--- src/rtl/seg_pkg.sv ---
// Shared types and glyph constants for the segment scan controller.
// Glyphs are active-low, bit order g..a.
package seg_pkg;

  typedef enum logic [1:0] {
    IDLE   = 2'd0,
    ACTIVE = 2'd1,
    BLANK  = 2'd2
  } state_t;

  localparam logic [6:0] SEG_0   = 7'h40;
  localparam logic [6:0] SEG_1   = 7'h79;
  localparam logic [6:0] SEG_2   = 7'h24;
  localparam logic [6:0] SEG_3   = 7'h30;
  localparam logic [6:0] SEG_4   = 7'h19;
  localparam logic [6:0] SEG_5   = 7'h12;
  localparam logic [6:0] SEG_6   = 7'h02;
  localparam logic [6:0] SEG_7   = 7'h78;
  localparam logic [6:0] SEG_8   = 7'h00;
  localparam logic [6:0] SEG_9   = 7'h10;
  localparam logic [6:0] SEG_A   = 7'h08;
  localparam logic [6:0] SEG_B   = 7'h03;
  localparam logic [6:0] SEG_C   = 7'h46;
  localparam logic [6:0] SEG_D   = 7'h21;
  localparam logic [6:0] SEG_E   = 7'h06;
  localparam logic [6:0] SEG_F   = 7'h0E;
  localparam logic [6:0] SEG_OFF = 7'h7F;

endpackage

--- src/rtl/segment_scan_controller_if.sv ---
// Display-side bundle of the segment scan controller.
// master drives digits/enable, slave is the scanner.
interface segment_scan_controller_if #(
  parameter int NUM_DIGITS = 3,
  parameter int IDX_W      = 3
);

  logic                    i_enable;
  logic [4*NUM_DIGITS-1:0] i_digits;
  logic [NUM_DIGITS-1:0]   i_dp;
  logic [NUM_DIGITS-1:0]   o_segmentEnable;
  logic [6:0]              o_segments;
  logic                    o_dp;
  logic [IDX_W-1:0]        o_digit_idx;
  logic                    o_frame_tick;

  modport master (
    output i_enable,
    output i_digits,
    output i_dp,
    input  o_segmentEnable,
    input  o_segments,
    input  o_dp,
    input  o_digit_idx,
    input  o_frame_tick
  );

  modport slave (
    input  i_enable,
    input  i_digits,
    input  i_dp,
    output o_segmentEnable,
    output o_segments,
    output o_dp,
    output o_digit_idx,
    output o_frame_tick
  );

endinterface

--- src/rtl/seg7_hex_decoder.sv ---
// Nibble to active-low 7-segment hex glyph.
// Pure combinational lookup.
module seg7_hex_decoder
  import seg_pkg::*;
(
  input  logic [3:0] nibble,
  output logic [6:0] segments
);

  always_comb begin
    segments = SEG_OFF;
    unique case (nibble)
      4'h0: segments = SEG_0;
      4'h1: segments = SEG_1;
      4'h2: segments = SEG_2;
      4'h3: segments = SEG_3;
      4'h4: segments = SEG_4;
      4'h5: segments = SEG_5;
      4'h6: segments = SEG_6;
      4'h7: segments = SEG_7;
      4'h8: segments = SEG_8;
      4'h9: segments = SEG_9;
      4'hA: segments = SEG_A;
      4'hB: segments = SEG_B;
      4'hC: segments = SEG_C;
      4'hD: segments = SEG_D;
      4'hE: segments = SEG_E;
      4'hF: segments = SEG_F;
    endcase
  end

endmodule

--- src/rtl/segment_scan_controller.sv ---
// Multiplexed 7-segment scanner with blanking gap and per-frame snapshot.
// Optional LEADING_ZERO_BLANK_EN darkens leading zero digits.
module segment_scan_controller
  import seg_pkg::*;
#(
  parameter int NUM_DIGITS   = 3,
  parameter int REFRESH_DIV  = 50000,
  parameter int BLANK_CYCLES = 2,
  parameter int IDX_W        = 3
) (
  input logic i_clk,
  input logic i_rst,
  segment_scan_controller_if.slave bus
);

  localparam int CNT_MAX =
    (REFRESH_DIV > BLANK_CYCLES) ? REFRESH_DIV : BLANK_CYCLES;
  localparam int CW = (CNT_MAX > 1) ? $clog2(CNT_MAX) : 1;
  localparam logic [CW-1:0] ACT_LAST = CW'(REFRESH_DIV - 1);
  localparam logic [CW-1:0] BLK_LAST =
    CW'((BLANK_CYCLES > 0) ? BLANK_CYCLES - 1 : 0);
  localparam logic [IDX_W-1:0] IDX_LAST = IDX_W'(NUM_DIGITS - 1);

  state_t                  state, state_n;
  logic [CW-1:0]           cnt, cnt_n;
  logic [IDX_W-1:0]        idx, idx_n;
  logic [4*NUM_DIGITS-1:0] snap_d, snap_d_n;
  logic [NUM_DIGITS-1:0]   snap_dp, snap_dp_n;
  logic                    tick_n;
  logic                    advance;

  logic [3:0]            nib;
  logic                  dp_sel;
  logic [NUM_DIGITS-1:0] en_n;
  logic [6:0]            glyph;
  logic                  lz;
  logic                  lit;

  // Next-state: counters, digit index and the frame snapshot
  always_comb begin
    state_n   = state;
    cnt_n     = cnt;
    idx_n     = idx;
    snap_d_n  = snap_d;
    snap_dp_n = snap_dp;
    tick_n    = 1'b0;
    advance   = 1'b0;
    if (!bus.i_enable) begin
      state_n = IDLE;
      cnt_n   = '0;
      idx_n   = '0;
    end else begin
      unique case (state)
        IDLE: begin
          state_n   = ACTIVE;
          cnt_n     = '0;
          idx_n     = '0;
          snap_d_n  = bus.i_digits;
          snap_dp_n = bus.i_dp;
        end
        ACTIVE: begin
          if (cnt == ACT_LAST) begin
            cnt_n = '0;
            if (BLANK_CYCLES > 0) state_n = BLANK;
            else                  advance = 1'b1;
          end else begin
            cnt_n = cnt + 1'b1;
          end
        end
        BLANK: begin
          if (cnt == BLK_LAST) begin
            cnt_n   = '0;
            state_n = ACTIVE;
            advance = 1'b1;
          end else begin
            cnt_n = cnt + 1'b1;
          end
        end
        default: begin
          state_n = IDLE;
          cnt_n   = '0;
          idx_n   = '0;
        end
      endcase
      if (advance) begin
        if (idx == IDX_LAST) begin
          idx_n     = '0;
          tick_n    = 1'b1;
          snap_d_n  = bus.i_digits;
          snap_dp_n = bus.i_dp;
        end else begin
          idx_n = idx + 1'b1;
        end
      end
    end
  end

  // Digit select works on next-cycle values so outputs stay registered
  always_comb begin
    nib    = 4'h0;
    dp_sel = 1'b0;
    en_n   = '1;
    for (int k = 0; k < NUM_DIGITS; k++) begin
      if (idx_n == IDX_W'(k)) begin
        nib     = snap_d_n[4*k +: 4];
        dp_sel  = snap_dp_n[k];
        en_n[k] = 1'b0;
      end
    end
  end

`ifdef LEADING_ZERO_BLANK_EN
  logic zrun;

  always_comb begin
    zrun = 1'b1;
    lz   = 1'b0;
    for (int k = NUM_DIGITS - 1; k > 0; k--) begin
      zrun = zrun & (snap_d_n[4*k +: 4] == 4'h0);
      if (idx_n == IDX_W'(k) && zrun) lz = 1'b1;
    end
  end
`else
  assign lz = 1'b0;
`endif

  seg7_hex_decoder u_dec (
    .nibble   (nib),
    .segments (glyph)
  );

  assign lit = (state_n == ACTIVE);

  always_ff @(posedge i_clk or posedge i_rst) begin
    if (i_rst) begin
      state               <= IDLE;
      cnt                 <= '0;
      idx                 <= '0;
      snap_d              <= '0;
      snap_dp             <= '0;
      bus.o_segmentEnable <= '1;
      bus.o_segments      <= SEG_OFF;
      bus.o_dp            <= 1'b1;
      bus.o_digit_idx     <= '0;
      bus.o_frame_tick    <= 1'b0;
    end else begin
      state               <= state_n;
      cnt                 <= cnt_n;
      idx                 <= idx_n;
      snap_d              <= snap_d_n;
      snap_dp             <= snap_dp_n;
      bus.o_segmentEnable <= lit ? en_n : '1;
      bus.o_segments      <= (lit && !lz) ? glyph : SEG_OFF;
      bus.o_dp            <= lit ? ~dp_sel : 1'b1;
      bus.o_digit_idx     <= idx_n;
      bus.o_frame_tick    <= tick_n;
    end
  end

endmodule

--- src/flat_wrapper.sv ---
// flat-port wrapper written by rule: the top's interface ports become plain ports
module segment_scan_controller_flat import seg_pkg::*;
#(
  parameter int NUM_DIGITS   = 3,
  parameter int REFRESH_DIV  = 50000,
  parameter int BLANK_CYCLES = 2,
  parameter int IDX_W        = 3
)
  (i_clk, i_rst, bus_i_enable, bus_i_digits, bus_i_dp, bus_o_segmentEnable, bus_o_segments, bus_o_dp, bus_o_digit_idx, bus_o_frame_tick);
  segment_scan_controller_if #(.NUM_DIGITS(NUM_DIGITS), .IDX_W(IDX_W)) bus_i ();
  input logic i_clk;
  input logic i_rst;
  input wire logic [$bits(bus_i.i_enable)-1:0] bus_i_enable;
  input wire logic [$bits(bus_i.i_digits)-1:0] bus_i_digits;
  input wire logic [$bits(bus_i.i_dp)-1:0] bus_i_dp;
  output wire logic [$bits(bus_i.o_segmentEnable)-1:0] bus_o_segmentEnable;
  output wire logic [$bits(bus_i.o_segments)-1:0] bus_o_segments;
  output wire logic [$bits(bus_i.o_dp)-1:0] bus_o_dp;
  output wire logic [$bits(bus_i.o_digit_idx)-1:0] bus_o_digit_idx;
  output wire logic [$bits(bus_i.o_frame_tick)-1:0] bus_o_frame_tick;
  assign bus_i.i_enable = bus_i_enable;
  assign bus_i.i_digits = bus_i_digits;
  assign bus_i.i_dp = bus_i_dp;
  assign bus_o_segmentEnable = bus_i.o_segmentEnable;
  assign bus_o_segments = bus_i.o_segments;
  assign bus_o_dp = bus_i.o_dp;
  assign bus_o_digit_idx = bus_i.o_digit_idx;
  assign bus_o_frame_tick = bus_i.o_frame_tick;
  segment_scan_controller #(.NUM_DIGITS(NUM_DIGITS), .REFRESH_DIV(REFRESH_DIV), .BLANK_CYCLES(BLANK_CYCLES), .IDX_W(IDX_W)) u_core (.i_clk(i_clk), .i_rst(i_rst), .bus(bus_i));
endmodule
--- config.mk ---
export PLATFORM = sky130hd
export DESIGN_NAME = segment_scan_controller_flat
export DESIGN_NICKNAME = d
export VERILOG_FILES = /design/src/rtl/seg_pkg.sv /design/src/rtl/segment_scan_controller_if.sv /design/src/rtl/seg7_hex_decoder.sv /design/src/rtl/segment_scan_controller.sv /design/src/flat_wrapper.sv
export SDC_FILE = /design/constraint.sdc
export NUM_CORES = 1
export LEC_CHECK = 0
export BUFFER_PORTS_ARGS = -buffer_cell sky130_fd_sc_hd__buf_2
export CAP_MARGIN = 20
export CORE_AREA = 4 4 72 74
export DETAILED_ROUTE_END_ITERATION = 7
export DIE_AREA = 0 0 76 78
export HOLD_SLACK_MARGIN = 0.05
export PLACE_DENSITY = 0.87
export SYNTH_ARGS = -nofsm -noshare
export SYNTH_HDL_FRONTEND = slang
export SYNTH_SLANG_ARGS = --single-unit
--- constraint.sdc ---
create_clock -name i_clk -period 9.33 [get_ports i_clk]
set_clock_uncertainty 0.05 [all_clocks]
set_input_delay 0.933 -clock i_clk [delete_from_list [all_inputs] [get_ports i_clk]]
set_output_delay 0.933 -clock i_clk [all_outputs]
set_load 0.05 [all_outputs]
; Word level (Yosys, flattened, before mapping)
; Memory sizes are Yosys's and may differ from the RTL's.
; Index checks and enable logic that the tools add are counted.
[op_classes]
add_sub_neg = 2
n_eq_ne = 8
muxes = 38
bitwise_logic = 1
reduce_logical = 3
[ops]
columns = operator, n
row1 = 12-bit two-way mux, 4
row2 = 16-bit two-way mux, 3
row3 = 16-bit case mux with 2 select lines, 1
row4 = 3-bit two-way mux, 9
row5 = "16-bit by 1-bit adder with 16-bit output, second input constant", 1
row6 = "16-bit by 1-bit equality test with 1-bit output, second input constant", 1
row7 = "16-bit equality test, second input constant", 1
row8 = 1-bit two-way mux, 13
row9 = 4-bit two-way mux, 3
row10 = 7-bit two-way mux, 1
row11 = "3-bit by 2-bit equality test with 1-bit output, second input constant", 2
row12 = 2-bit two-way mux, 3
row13 = 2-bit case mux with 3 select lines, 1
row14 = "2-bit by 1-bit equality test with 1-bit output, second input constant", 2
row15 = "3-bit by 1-bit adder with 3-bit output, second input constant", 1
row16 = "3-bit by 1-bit equality test with 1-bit output, second input constant", 1
row17 = 3-bit logical NOT, 1
row18 = "2-bit equality test, second input constant", 1
row19 = 2-bit logical NOT, 1
row20 = 2-bit OR reduction, 1
row21 = 1-bit NOT, 1
[totals]
reg_bits = 48
mem_bits_ro = 112
input_bits = 18
out_inout_bits = 15
word_cells = 62
n_memories = 1
[memory_table]
columns = name, depth, width, rd, rd_ports_with_merged_regs, wr, line
row1 = (no name shown), 16, 7, 1, 0, 0, seg7_hex_decoder.sv:12  ; unique case (nibble)

; Depth between registers and ports, before layout
[logic_depth]
depth_word = 12
depth_mapped = 14
depth_no_buf = 13

; Cells and area by module
; From an unflattened synthesis, not the netlist that was laid out.
[hier_totals]
cells_unflattened = 265
hier_area_um2 = 2751.4
[modules_own_cells]
columns = module, n_inst, cells_per_inst, area_per_inst_um2, seq_area_each_um2
row1 = segment_scan_controller, 1, 233, 2476.1, 1214.9
row2 = seg7_hex_decoder, 1, 32, 275.3, 0.0

; Least setup slack after synthesis
; OpenSTA, ideal clock, no wires.
[synth_timing]
kind = input-to-reg
from = input port bus_i_enable
to = register u_core.bus.o_segments[3]
setup_ns = 0.093
arrival_time_ns = 3.526
required_time_ns = 9.187
path_slack_ns = 5.661
path_stages = 11
path_buffers = 1
cell_sequence = nor4bb_2 > inv_1 > o21ai_4 > buf_6 > mux2_2 > a222oi_1 > inv_1 > ha_1 > a21boi_1 > a21boi_1 > o21ai_1
[synth_via]
word_cells_on_any_way = 12
classes_between = eq/ne: 3 / mux: 7 / reduce/logical: 1 / memory: 1
[synth_lines]
columns = element, line
row1 = from (decl), flat_wrapper.sv:13  ; input wire logic [$bits(bus_i.i_enable)-1:0] bus_i_enable;
row2 = 12-bit two-way mux, segment_scan_controller.sv:48  ; if (!bus.i_enable) begin
row3 = named net u_core.snap_d_n[9], segment_scan_controller.sv:27  ; logic [4*NUM_DIGITS-1:0] snap_d, snap_d_n;
row4 = 4-bit two-way mux, segment_scan_controller.sv:104  ; if (idx_n == IDX_W'(k)) begin
row5 = memory read 16 x 7 bit, n/a
row6 = 7-bit two-way mux, segment_scan_controller.sv:153  ; bus.o_segments <= (lit && !lz) ? glyph : SEG_OFF;
row7 = to (signal assigned), segment_scan_controller.sv:153
row8 = to (decl), segment_scan_controller_if.sv:33  ; output o_segments,
; The timed path passes the listed nets, and every way through them passes these cells.

; Worst setup path after layout
[layout_timing]
from = input port bus_i_enable
to = register u_core.bus.o_segments[1]
; Same word-level chain as after synthesis.

==> metrics.cfg <==
[floorplan]
die_h_um=78
dieArea_sq_um=5930
ios=33
coreArea_sq_um=4600
initial_core_util_pct=57.5
rows=25
dieWidth_um=76

[place]
place_congestion=0.892
place_inst=326
dp_hpwl_um=3650
portBuffers=32
dpl_cell_area_sq_um=2820

[timing]
maxSlewViolCount=0
finalSetupTns_ps=0
fmax_mhz=244
rsz0062_at_grt=no
max_slew.worst_pin.slew_ps=1260
period_needed_ps=4090
setup_viol=0
slew_headroom_pct=15.8
hold_ws_ps=458
final-hold-violation-count=0
min_period_over_period_pct=43.9

[final_layout]
diodes=0
nets=310
stdcell_area_sq_um=2950
drive_gt1_share_pct=27.4
area_growth_pct=11.6
instances_no_fill=335
fillers=351

[power]
power_mw=0.516
leakage_nw=1.30
peakVddDrop_mv=0.0963
power_density_nw_per_um2=175

[clock_network]
root_buffer=clkbuf_8
cts-resized-gates=0
clockBufferDepth=2
htreeDepth=2
holdBufCountCts=0
cts.sinks=48
clock_latency_ps=310
cts_made_buffers=5
postCtsSetupBuffers=0
cts_tree=built
clk_pin_slew_ps=90

[yosys]
synth_top_area_share_pct=35.0
synth_async_sr_flop_share_pct=100
yosys.area.top_type=dfrtp_1
ys.flop_type=dfrtp_1
ys_seq_area_share_pct=46.0
syn_inst=249
syn-num-nets=279
synth_edf_count=0
synth_area_sq_um=2640
syn_area_per_cell_sq_um=10.6
ys_top_cells_by_area=dfrtp_1 (35%), dfstp_2 (11%), ha_1 (5.7%)
yosys_warnings=0
synth_seq_cells=48
yosys.cell_types.count=50

[detailed_routing]
drtPass1Iterations=4
drtAntennaViolNets=0
wl_per_cell_um=15.4
vias_per_cell=5.74
vias=1924
drtIter0Drc=118
wirelength_um=5170
drcViolationCount=0

[min_path]
hold_path.class=reg -> reg
hp-start=u_core.snap_dp[0]

[grt]
grt-ovfl-total=0
grt_max_degree=49
grt_pass1_wl_um=9070
grtUsageTotal_pct=18.6
antenna_found_initial=0
grt_pass1_vias=1925

[worst_setup_path]
rr_endpoint=u_core.bus.o_segments[1]
crit_path_start=bus_i_enable
critical_path_class=in -> reg
ff2ff_path_depth=10
start_kind=primary input
crit_arrival_ps=4290
endpoint=u_core.bus.o_segments[1]
timing.rr.start=u_core.state[0]
endpoint_kind=register
crit_fanout=14
required_ps=9530
ff2ff_setup_slack_ps=5290

[status]
status=complete, no violations

[flow_run]
drv_cap=0

## placed cells by master, fill, tap and decap left out, types with 3 or more instances in the layout
master,n
dfrtp_1,37
buf_2,32
nor2_1,23
nand2_1,22
inv_1,16
nand3_1,15
ha_1,12
dfstp_2,11
mux2_2,10
mux2i_1,9
o21ai_0,8
xor2_1,8
and3_1,6
xnor2_1,6
clkbuf_8,5
a21oi_1,4
o221ai_1,4
a21boi_0,3
and2_1,3
or2_2,3
o21ai_1,3
## worst max-delay path, stage by stage
cell      delay [ps]
buf_2            200
nor4bb_2         500
inv_1            150
o21ai_4          420
mux2_2           410
a222oi_1        1080
or2_2            300
o21ai_0           90
a21o_1           210
## cells by family after synthesis
kind of cell | share of synthesized area, %
flip-flops | 46.0
AND/OR/NAND/NOR | 19.3
buffers and inverters | 4.50
multiplexers | 7.67
XOR/XNOR | 4.64
adder cells (fa/ha/maj) | 5.68
AO/OA/AOI/OAI | 12.3
## synth_stat cells (2+ instances only)
library cell / count
a21boi_1: 2
o21ai_1: 3
nor4_4: 2
o221ai_1: 4
o21ai_0: 8
nand2_1: 22
a21boi_0: 3
nor2_1: 23
and2_1: 3
clkbuf_1: 4
xnor2_1: 6
mux2_2: 10
mux2i_1: 9
nor4b_4: 2
a21o_1: 2
and3_1: 6
buf_6: 2
o21a_1: 2
inv_1: 17
o311ai_0: 2
buf_2: 2
xor2_1: 8
ha_1: 12
nand3_1: 15
or2_2: 3
dfrtp_1: 37
o221ai_2: 2
a222oi_1: 2
nor2b_1: 2
a21oi_1: 4
dfstp_2: 11
## worst min path at each step
| stage | endpoint | slack, ps | depth (start not counted) |
|---|---|---|---|
| after CTS | u_core.cnt[0] | 460 | 1 |
| final | u_core.snap_dp[0] | 460 | 1 |
| after global routing | u_core.cnt[0] | 470 | 1 |
| after global placement | u_core.cnt[0] | 430 | 1 |
| after detailed placement | u_core.snap_d[5] | 440 | 1 |
| after floorplan | u_core.cnt[0] | 400 | 1 |
## through the flow
stage	util, %	setup slack (ps)
floorplan	-	5660
global placement	61.3	5130
detailed placement	61.3	4960
CTS	63.8	5280
global route	64.2	4900
finish	64.2	5240
## power by group
part           switching (mW)  leakage, nW  internal, mW
registers             0.00642        0.597         0.233
clock network          0.0726       0.0548        0.0807
logic                  0.0811        0.645        0.0420
## sequential cells by signal (all words and copies together) (netlist names)
register                    cells
u_core.cnt                     16
u_core.snap_d                  12
u_core.bus.o_segments           7
u_core.bus.o_digit_idx          3
u_core.bus.o_segmentEnable      3
u_core.snap_dp                  3
u_core.state                    2
u_core.bus.o_dp                 1
u_core.bus.o_frame_tick         1
## metal layers
metal / vias to the layer above / wire length (um) / track usage, %
li1: 935 / - / -
met1: 927 / 2190 / 23.5
met2: 52 / 2650 / 31.3
met3: 10 / 220 / 3.48
met4: 0 / 106 / 7.47
met5: - / 0 / 0
## layout make-up
type                       count  area, sq um  share of cell area (%)
timing repair buffer          33          180                    6.10
sequential                    48         1210                    41.2
inverter                      17         63.8                    2.16
multi-input combinational    175         1310                    44.4
tap                           54         67.6                    2.29
clock buffer                   5         68.8                    2.33
clock inverter                 3         46.3                    1.57
Power figures use the tool's default switching activity.
